--- src/rtl/alu_arbiter_if.sv ---
// Request/response bundle between the two ALU requesters and alu_arbiter.
interface alu_arbiter_if #(
  parameter int OP_W = 4,
  parameter int DW   = 8
);

  logic            req0_valid, req1_valid;
  logic [OP_W-1:0] req0_op, req1_op;
  logic [DW-1:0]   req0_a, req0_b, req1_a, req1_b;
  logic            req0_ready, req1_ready;
  logic            rsp0_valid, rsp1_valid;
  logic            rsp0_ready, rsp1_ready;
  logic [DW-1:0]   rsp_data;
  logic            rsp_carry;

  modport slave (
    input  req0_valid, req1_valid, req0_op, req1_op,
    input  req0_a, req0_b, req1_a, req1_b,
    input  rsp0_ready, rsp1_ready,
    output req0_ready, req1_ready, rsp0_valid, rsp1_valid,
    output rsp_data, rsp_carry
  );

  modport master (
    output req0_valid, req1_valid, req0_op, req1_op,
    output req0_a, req0_b, req1_a, req1_b,
    output rsp0_ready, rsp1_ready,
    input  req0_ready, req1_ready, rsp0_valid, rsp1_valid,
    input  rsp_data, rsp_carry
  );

endinterface

--- src/rtl/alu_arbiter.sv ---
// Round-robin sharing of one combinational ALU between two requesters,
// one operation in flight at a time (IDLE -> EXEC -> RESP).
module alu_arbiter #(
  parameter int OP_W = 4,
  parameter int DW   = 8
) (
  input  logic            clk,
  input  logic            reset,
  alu_arbiter_if.slave    bus,
  output logic [OP_W-1:0] alu_op,
  output logic [DW-1:0]   alu_a,
  output logic [DW-1:0]   alu_b,
  input  logic [DW-1:0]   alu_out,
  input  logic            alu_carry,
  output logic            busy
);

  typedef enum logic [1:0] {
    ST_IDLE = 2'd0,
    ST_EXEC = 2'd1,
    ST_RESP = 2'd2
  } state_e;

  state_e          state_q, state_d;
  logic            owner_q, owner_d;
  logic            last_grant_q, last_grant_d;
  logic [OP_W-1:0] alu_op_q, alu_op_d;
  logic [DW-1:0]   alu_a_q, alu_a_d;
  logic [DW-1:0]   alu_b_q, alu_b_d;
  logic [DW-1:0]   rsp_data_q, rsp_data_d;
  logic            rsp_carry_q, rsp_carry_d;
  logic            grant0, grant1;

  always_comb begin
    // NOTE: every signal gets a default before the case so no path leaves one unassigned (no latch).
    state_d      = state_q;
    owner_d      = owner_q;
    last_grant_d = last_grant_q;
    alu_op_d     = alu_op_q;
    alu_a_d      = alu_a_q;
    alu_b_d      = alu_b_q;
    rsp_data_d   = rsp_data_q;
    rsp_carry_d  = rsp_carry_q;
    grant0       = 1'b0;
    grant1       = 1'b0;

    case (state_q)
      ST_IDLE: begin
        // On a tie the port that did not win last time is served.
        if (bus.req0_valid && (!bus.req1_valid || last_grant_q)) begin
          grant0 = 1'b1;
        end else if (bus.req1_valid) begin
          grant1 = 1'b1;
        end

        if (grant0 || grant1) begin
          owner_d      = grant1;
          last_grant_d = grant1;
          alu_op_d     = grant1 ? bus.req1_op : bus.req0_op;
          alu_a_d      = grant1 ? bus.req1_a  : bus.req0_a;
          alu_b_d      = grant1 ? bus.req1_b  : bus.req0_b;
          state_d      = ST_EXEC;
        end
      end

      ST_EXEC: begin
        rsp_data_d  = alu_out;
        rsp_carry_d = alu_carry;
        state_d     = ST_RESP;
      end

      ST_RESP: begin
        if (owner_q ? bus.rsp1_ready : bus.rsp0_ready) begin
          state_d = ST_IDLE;
        end
      end

      default: state_d = ST_IDLE;
    endcase
  end

  always_ff @(posedge clk) begin
    // NOTE: non-blocking assignments so every flop samples pre-edge values together.
    if (reset) begin
      state_q      <= ST_IDLE;
      owner_q      <= 1'b0;
      last_grant_q <= 1'b1;
      alu_op_q     <= '0;
      alu_a_q      <= '0;
      alu_b_q      <= '0;
      rsp_data_q   <= '0;
      rsp_carry_q  <= 1'b0;
    end else begin
      state_q      <= state_d;
      owner_q      <= owner_d;
      last_grant_q <= last_grant_d;
      alu_op_q     <= alu_op_d;
      alu_a_q      <= alu_a_d;
      alu_b_q      <= alu_b_d;
      rsp_data_q   <= rsp_data_d;
      rsp_carry_q  <= rsp_carry_d;
    end
  end

  assign bus.req0_ready = grant0;
  assign bus.req1_ready = grant1;
  assign bus.rsp0_valid = (state_q == ST_RESP) && !owner_q;
  assign bus.rsp1_valid = (state_q == ST_RESP) &&  owner_q;
  assign bus.rsp_data   = rsp_data_q;
  assign bus.rsp_carry  = rsp_carry_q;
  assign alu_op         = alu_op_q;
  assign alu_a          = alu_a_q;
  assign alu_b          = alu_b_q;
  assign busy           = (state_q != ST_IDLE);

endmodule

--- src/flat_wrapper.sv ---
// flat-port wrapper written by rule: the top's interface ports become plain ports
module alu_arbiter_flat 
#(
  parameter int OP_W = 4,
  parameter int DW   = 8
)
  (clk, reset, alu_op, alu_a, alu_b, alu_out, alu_carry, busy, bus_req0_valid, bus_req1_valid, bus_req0_op, bus_req1_op, bus_req0_a, bus_req0_b, bus_req1_a, bus_req1_b, bus_rsp0_ready, bus_rsp1_ready, bus_req0_ready, bus_req1_ready, bus_rsp0_valid, bus_rsp1_valid, bus_rsp_data, bus_rsp_carry);
  alu_arbiter_if #(.OP_W(OP_W), .DW(DW)) bus_i ();
  input  logic clk;
  input  logic reset;
  output logic [OP_W-1:0] alu_op;
  output logic [DW-1:0] alu_a;
  output logic [DW-1:0] alu_b;
  input  logic [DW-1:0] alu_out;
  input  logic alu_carry;
  output logic busy;
  input wire logic [$bits(bus_i.req0_valid)-1:0] bus_req0_valid;
  input wire logic [$bits(bus_i.req1_valid)-1:0] bus_req1_valid;
  input wire logic [$bits(bus_i.req0_op)-1:0] bus_req0_op;
  input wire logic [$bits(bus_i.req1_op)-1:0] bus_req1_op;
  input wire logic [$bits(bus_i.req0_a)-1:0] bus_req0_a;
  input wire logic [$bits(bus_i.req0_b)-1:0] bus_req0_b;
  input wire logic [$bits(bus_i.req1_a)-1:0] bus_req1_a;
  input wire logic [$bits(bus_i.req1_b)-1:0] bus_req1_b;
  input wire logic [$bits(bus_i.rsp0_ready)-1:0] bus_rsp0_ready;
  input wire logic [$bits(bus_i.rsp1_ready)-1:0] bus_rsp1_ready;
  output wire logic [$bits(bus_i.req0_ready)-1:0] bus_req0_ready;
  output wire logic [$bits(bus_i.req1_ready)-1:0] bus_req1_ready;
  output wire logic [$bits(bus_i.rsp0_valid)-1:0] bus_rsp0_valid;
  output wire logic [$bits(bus_i.rsp1_valid)-1:0] bus_rsp1_valid;
  output wire logic [$bits(bus_i.rsp_data)-1:0] bus_rsp_data;
  output wire logic [$bits(bus_i.rsp_carry)-1:0] bus_rsp_carry;
  assign bus_i.req0_valid = bus_req0_valid;
  assign bus_i.req1_valid = bus_req1_valid;
  assign bus_i.req0_op = bus_req0_op;
  assign bus_i.req1_op = bus_req1_op;
  assign bus_i.req0_a = bus_req0_a;
  assign bus_i.req0_b = bus_req0_b;
  assign bus_i.req1_a = bus_req1_a;
  assign bus_i.req1_b = bus_req1_b;
  assign bus_i.rsp0_ready = bus_rsp0_ready;
  assign bus_i.rsp1_ready = bus_rsp1_ready;
  assign bus_req0_ready = bus_i.req0_ready;
  assign bus_req1_ready = bus_i.req1_ready;
  assign bus_rsp0_valid = bus_i.rsp0_valid;
  assign bus_rsp1_valid = bus_i.rsp1_valid;
  assign bus_rsp_data = bus_i.rsp_data;
  assign bus_rsp_carry = bus_i.rsp_carry;
  alu_arbiter #(.OP_W(OP_W), .DW(DW)) u_core (.clk(clk), .reset(reset), .bus(bus_i), .alu_op(alu_op), .alu_a(alu_a), .alu_b(alu_b), .alu_out(alu_out), .alu_carry(alu_carry), .busy(busy));
endmodule
--- config.mk ---
export PLATFORM = sky130hd
export DESIGN_NAME = alu_arbiter_flat
export DESIGN_NICKNAME = d
export VERILOG_FILES = /design/src/rtl/alu_arbiter_if.sv /design/src/rtl/alu_arbiter.sv /design/src/flat_wrapper.sv
export SDC_FILE = /design/constraint.sdc
export NUM_CORES = 1
export LEC_CHECK = 0
export CAP_MARGIN = 20
export CORE_UTILIZATION = 37
export DETAILED_ROUTE_END_ITERATION = 7
export PLACE_DENSITY = 0.8
export SYNTH_ARGS = -nofsm -noshare
export SYNTH_HDL_FRONTEND = slang
export SYNTH_SLANG_ARGS = --single-unit
--- constraint.sdc ---
create_clock -name clk -period 1.5 [get_ports clk]
set_clock_uncertainty 0.15 [all_clocks]
set_input_delay 0.3 -clock clk [delete_from_list [all_inputs] [get_ports clk]]
set_output_delay 0.3 -clock clk [all_outputs]
set_load 0.02 [all_outputs]
==> results.json <==
{
  "die_y_um": 65.0,
  "syn_nets": 232,
  "synth-seq-cells": 33,
  "grt_max_degree": 25,
  "status": "complete, but fails checks",
  "n_antenna_cell": 0,
  "fin_crit_ps": 1670,
  "grt_use_met3_pct": 6.87,
  "hp-start": "u_core.bus.rsp_data[6]$_SDFFE_PP0N_",
  "final_hold_viol_count": 0,
  "hold_depth": 2,
  "crit_path_start": "u_core.state_q[0]$_SDFFE_PP0P_",
  "cts_tree": "done",
  "ctsRootBufferMaster": "clkbuf_8",
  "cts.clk_slew.worst_paths_ps": 60,
  "start_util_pct": 39.2,
  "seq_area_frac_synth_pct": 45.0,
  "postSynthAreaPerCell_sq_um": 8.30,
  "crit_chain": "or3b_4, nor2_4, buf_6",
  "post-route-drc-count": 0,
  "core_sq_mm": 0.00374,
  "dp_hpwl_mm": 2.90,
  "rows": 22,
  "cp-start-kind": "flop",
  "slowest_delay_ps": 410,
  "grt_pass1_vias": 1498,
  "hp-class": "reg -> reg",
  "grt_antenna_before_repair": 0,
  "setup_ws_ps": -174,
  "critical_path_class": "reg -> out",
  "grt_overflow_total": 0,
  "mappedNetlistArea_sq_mm": 0.00147,
  "clk_path_buf_depth": 2,
  "tightest_slew_ps": 365,
  "p_leak_uw": 0.00110,
  "drt_iter0_drc": 60,
  "post_cts_buffers": 0,
  "drive_above_1_share_pct": 16.4,
  "end_kind": "primary output",
  "critical_path.max_fanout": 2,
  "dr.pass1.iters": 4,
  "finalSetupViolCount": 5,
  "htree_levels": 2,
  "fin_util_pct": 68.6,
  "cp.arrival_ps": 1220,
  "reg2reg_to": "u_core.last_grant_q$_SDFFE_PP1P_",
  "cp_top_family": "simple AND/OR/NAND/NOR gates",
  "critPathSlowestCell": "or3b_4",
  "total_power_uw": 2480,
  "min_to": "u_core.bus.rsp_data[6]$_SDFFE_PP0N_",
  "use_met1_pct": 26.0,
  "clock.fmax_mhz": 597,
  "yosysUniqueCellTypes": 24,
  "grtUsageTotal_pct": 21.2,
  "insertion_delay_ps": 280,
  "p_per_area_mw_per_mm2": 966,
  "routed_wl_mm": 4.34,
  "grt_pass1_wl_mm": 6.93,
  "max-cap-violations": 0,
  "fp.dieW_um": 65.0,
  "max_slew_margin_pct": 75.6,
  "failed_checks": "negative setup slack",
  "final_nets": 328,
  "ctsHoldBuffers": 0,
  "synth_warnings": 0,
  "ant_nets": 0,
  "gp_congestion": 0.731,
  "port_buffers": 88,
  "worstPathRequired_ps": 1050,
  "ir_worst_vdd_uv": 589,
  "min_period_over_period_pct": 112,
  "grt.busiest_layer": "met2",
  "vias": 1609,
  "r2r_cells": 3,
  "synthCells": 177,
  "timing.reg2reg.setup_slack_ps": 40,
  "path_buf_inv": 1,
  "wl_per_cell_um": 13.5,
  "areaGrowthSynthToFinish_pct": 75.0,
  "rsz0062_at_grt": "yes",
  "slew_viol_final": 0,
  "cts.sinks": 33,
  "die_area_sq_mm": 0.00423,
  "numCtsBuffers": 5,
  "r2r-start": "u_core.state_q[0]$_SDFFE_PP0P_",
  "gr-usage-met2_pct": 35.8,
  "ios": 89,
  "viasPerCell": 5.00
}
## per-stage QoR
stage	instances	TNS (ps)	instance area, sq um	setup slack, ps	hold WS, ps
after floorplan	177	0	1480	27.4	286
after global placement	312	-10540	2470	-797	290
after detailed placement	312	-10990	2470	-845	295
after CTS	321	-379	2540	-185	301
after global routing	322	-607	2570	-204	319
final	322	-406	2570	-174	302
## layout make-up
class,count,area [sq um]
Timing Repair Buffer,103,990
Multi-Input combinational cell,129,773
Sequential cell,33,663
Clock buffer,8,80.1
Fill cell,334,1170
Tap cell,48,60.1
Inverter,1,3.75
## where the power goes
| part | switching [uW] | internal (uW) | leakage [uW] |
|---|---|---|---|
| Sequential | 46.0 | 973 | 0.000273 |
| Combinational | 423 | 409 | 0.000789 |
| Clock | 303 | 329 | 0.0000395 |
## flip-flops by register name (all words and copies together), names as in the netlist
name                  flops
u_core.alu_a              8
u_core.alu_b              8
u_core.alu_op             4
u_core.bus.rsp_carry      1
u_core.bus.rsp_data       8
u_core.last_grant_q       1
u_core.owner_q            1
u_core.state_q            2
## layout by cell type (no fill, tap or decap), types with 2 or more instances in the layout
master / n
nand2_1: 58
buf_6: 4
clkbuf_1: 3
dfxtp_1: 31
nor2b_1: 3
a21oi_1: 30
a311oi_2: 6
nor2_4: 3
dfxtp_2: 2
buf_12: 2
a311oi_1: 14
buf_4: 13
clkbuf_8: 5
clkdlybuf4s50_1: 52
dlygate4sd2_1: 31
and2_4: 3
## cell families after synthesis
family	synth area share, %
compound gates	26.5
simple gates	21.6
mux	0.681
buf+inv	6.22
flops	45.0
## how the worst max path moves through the flow
stage / slack, ps / depth (start not counted) / end
floorplan: 30 / 4 / bus_req1_ready
finish: -170 / 3 / bus_req0_ready
global placement: -800 / 4 / bus_req0_ready
CTS: -180 / 3 / bus_req0_ready
detailed placement: -840 / 4 / bus_req0_ready
global route: -200 / 3 / bus_req0_ready
## repair_timing
action / in CTS / in global routing
setup endpoints to repair: 56 / 18
cloned: 1 / 1
pin swaps: 4 / 1
resized for setup: 69 / 4
## per-layer routing
layer | up-vias | share of wire [%]
met2 | 62 | 48
li1 | 815 | -
met5 | - | 0
met1 | 729 | 43
met4 | 0 | 0.44
met3 | 3 | 7.8
## cell usage after synthesis
| library cell | n | share of area (%) |
|---|---|---|
| nand2_1 | 58 | 15 |
| dfxtp_1 | 33 | 45 |
| a21oi_1 | 30 | 10 |
| a311oi_1 | 16 | 9.5 |
| buf_2 | 10 | 3.4 |
| a311oi_2 | 4 | 4.1 |
| clkbuf_1 | 4 | 1.0 |
| nor2_1 | 3 | 0.77 |
| nor2b_1 | 3 | 1.3 |
| buf_6 | 2 | 1.5 |
| a21bo_2 | 1 | 0.68 |
| a21boi_2 | 1 | 0.77 |
| a221o_1 | 1 | 0.68 |
| a22oi_1 | 1 | 0.51 |
| and2_4 | 1 | 0.60 |
| and3b_2 | 1 | 0.68 |
| inv_1 | 1 | 0.26 |
| mux2i_1 | 1 | 0.68 |
| nand3b_1 | 1 | 0.51 |
| nor2_4 | 1 | 0.77 |
| nor3b_1 | 1 | 0.51 |
| or2_1 | 1 | 0.43 |
| or2b_1 | 1 | 0.51 |
| or3b_4 | 1 | 0.77 |
## worst register-to-register path, delay by kind of cell (launching register included)
kind                   cells  cell delay, ps
flip-flops                 1             320
AO/OA/AOI/OAI              1             310
buffers and inverters      1             150
AND/OR/NAND/NOR            1             410
Power figures use the tool's default switching activity.
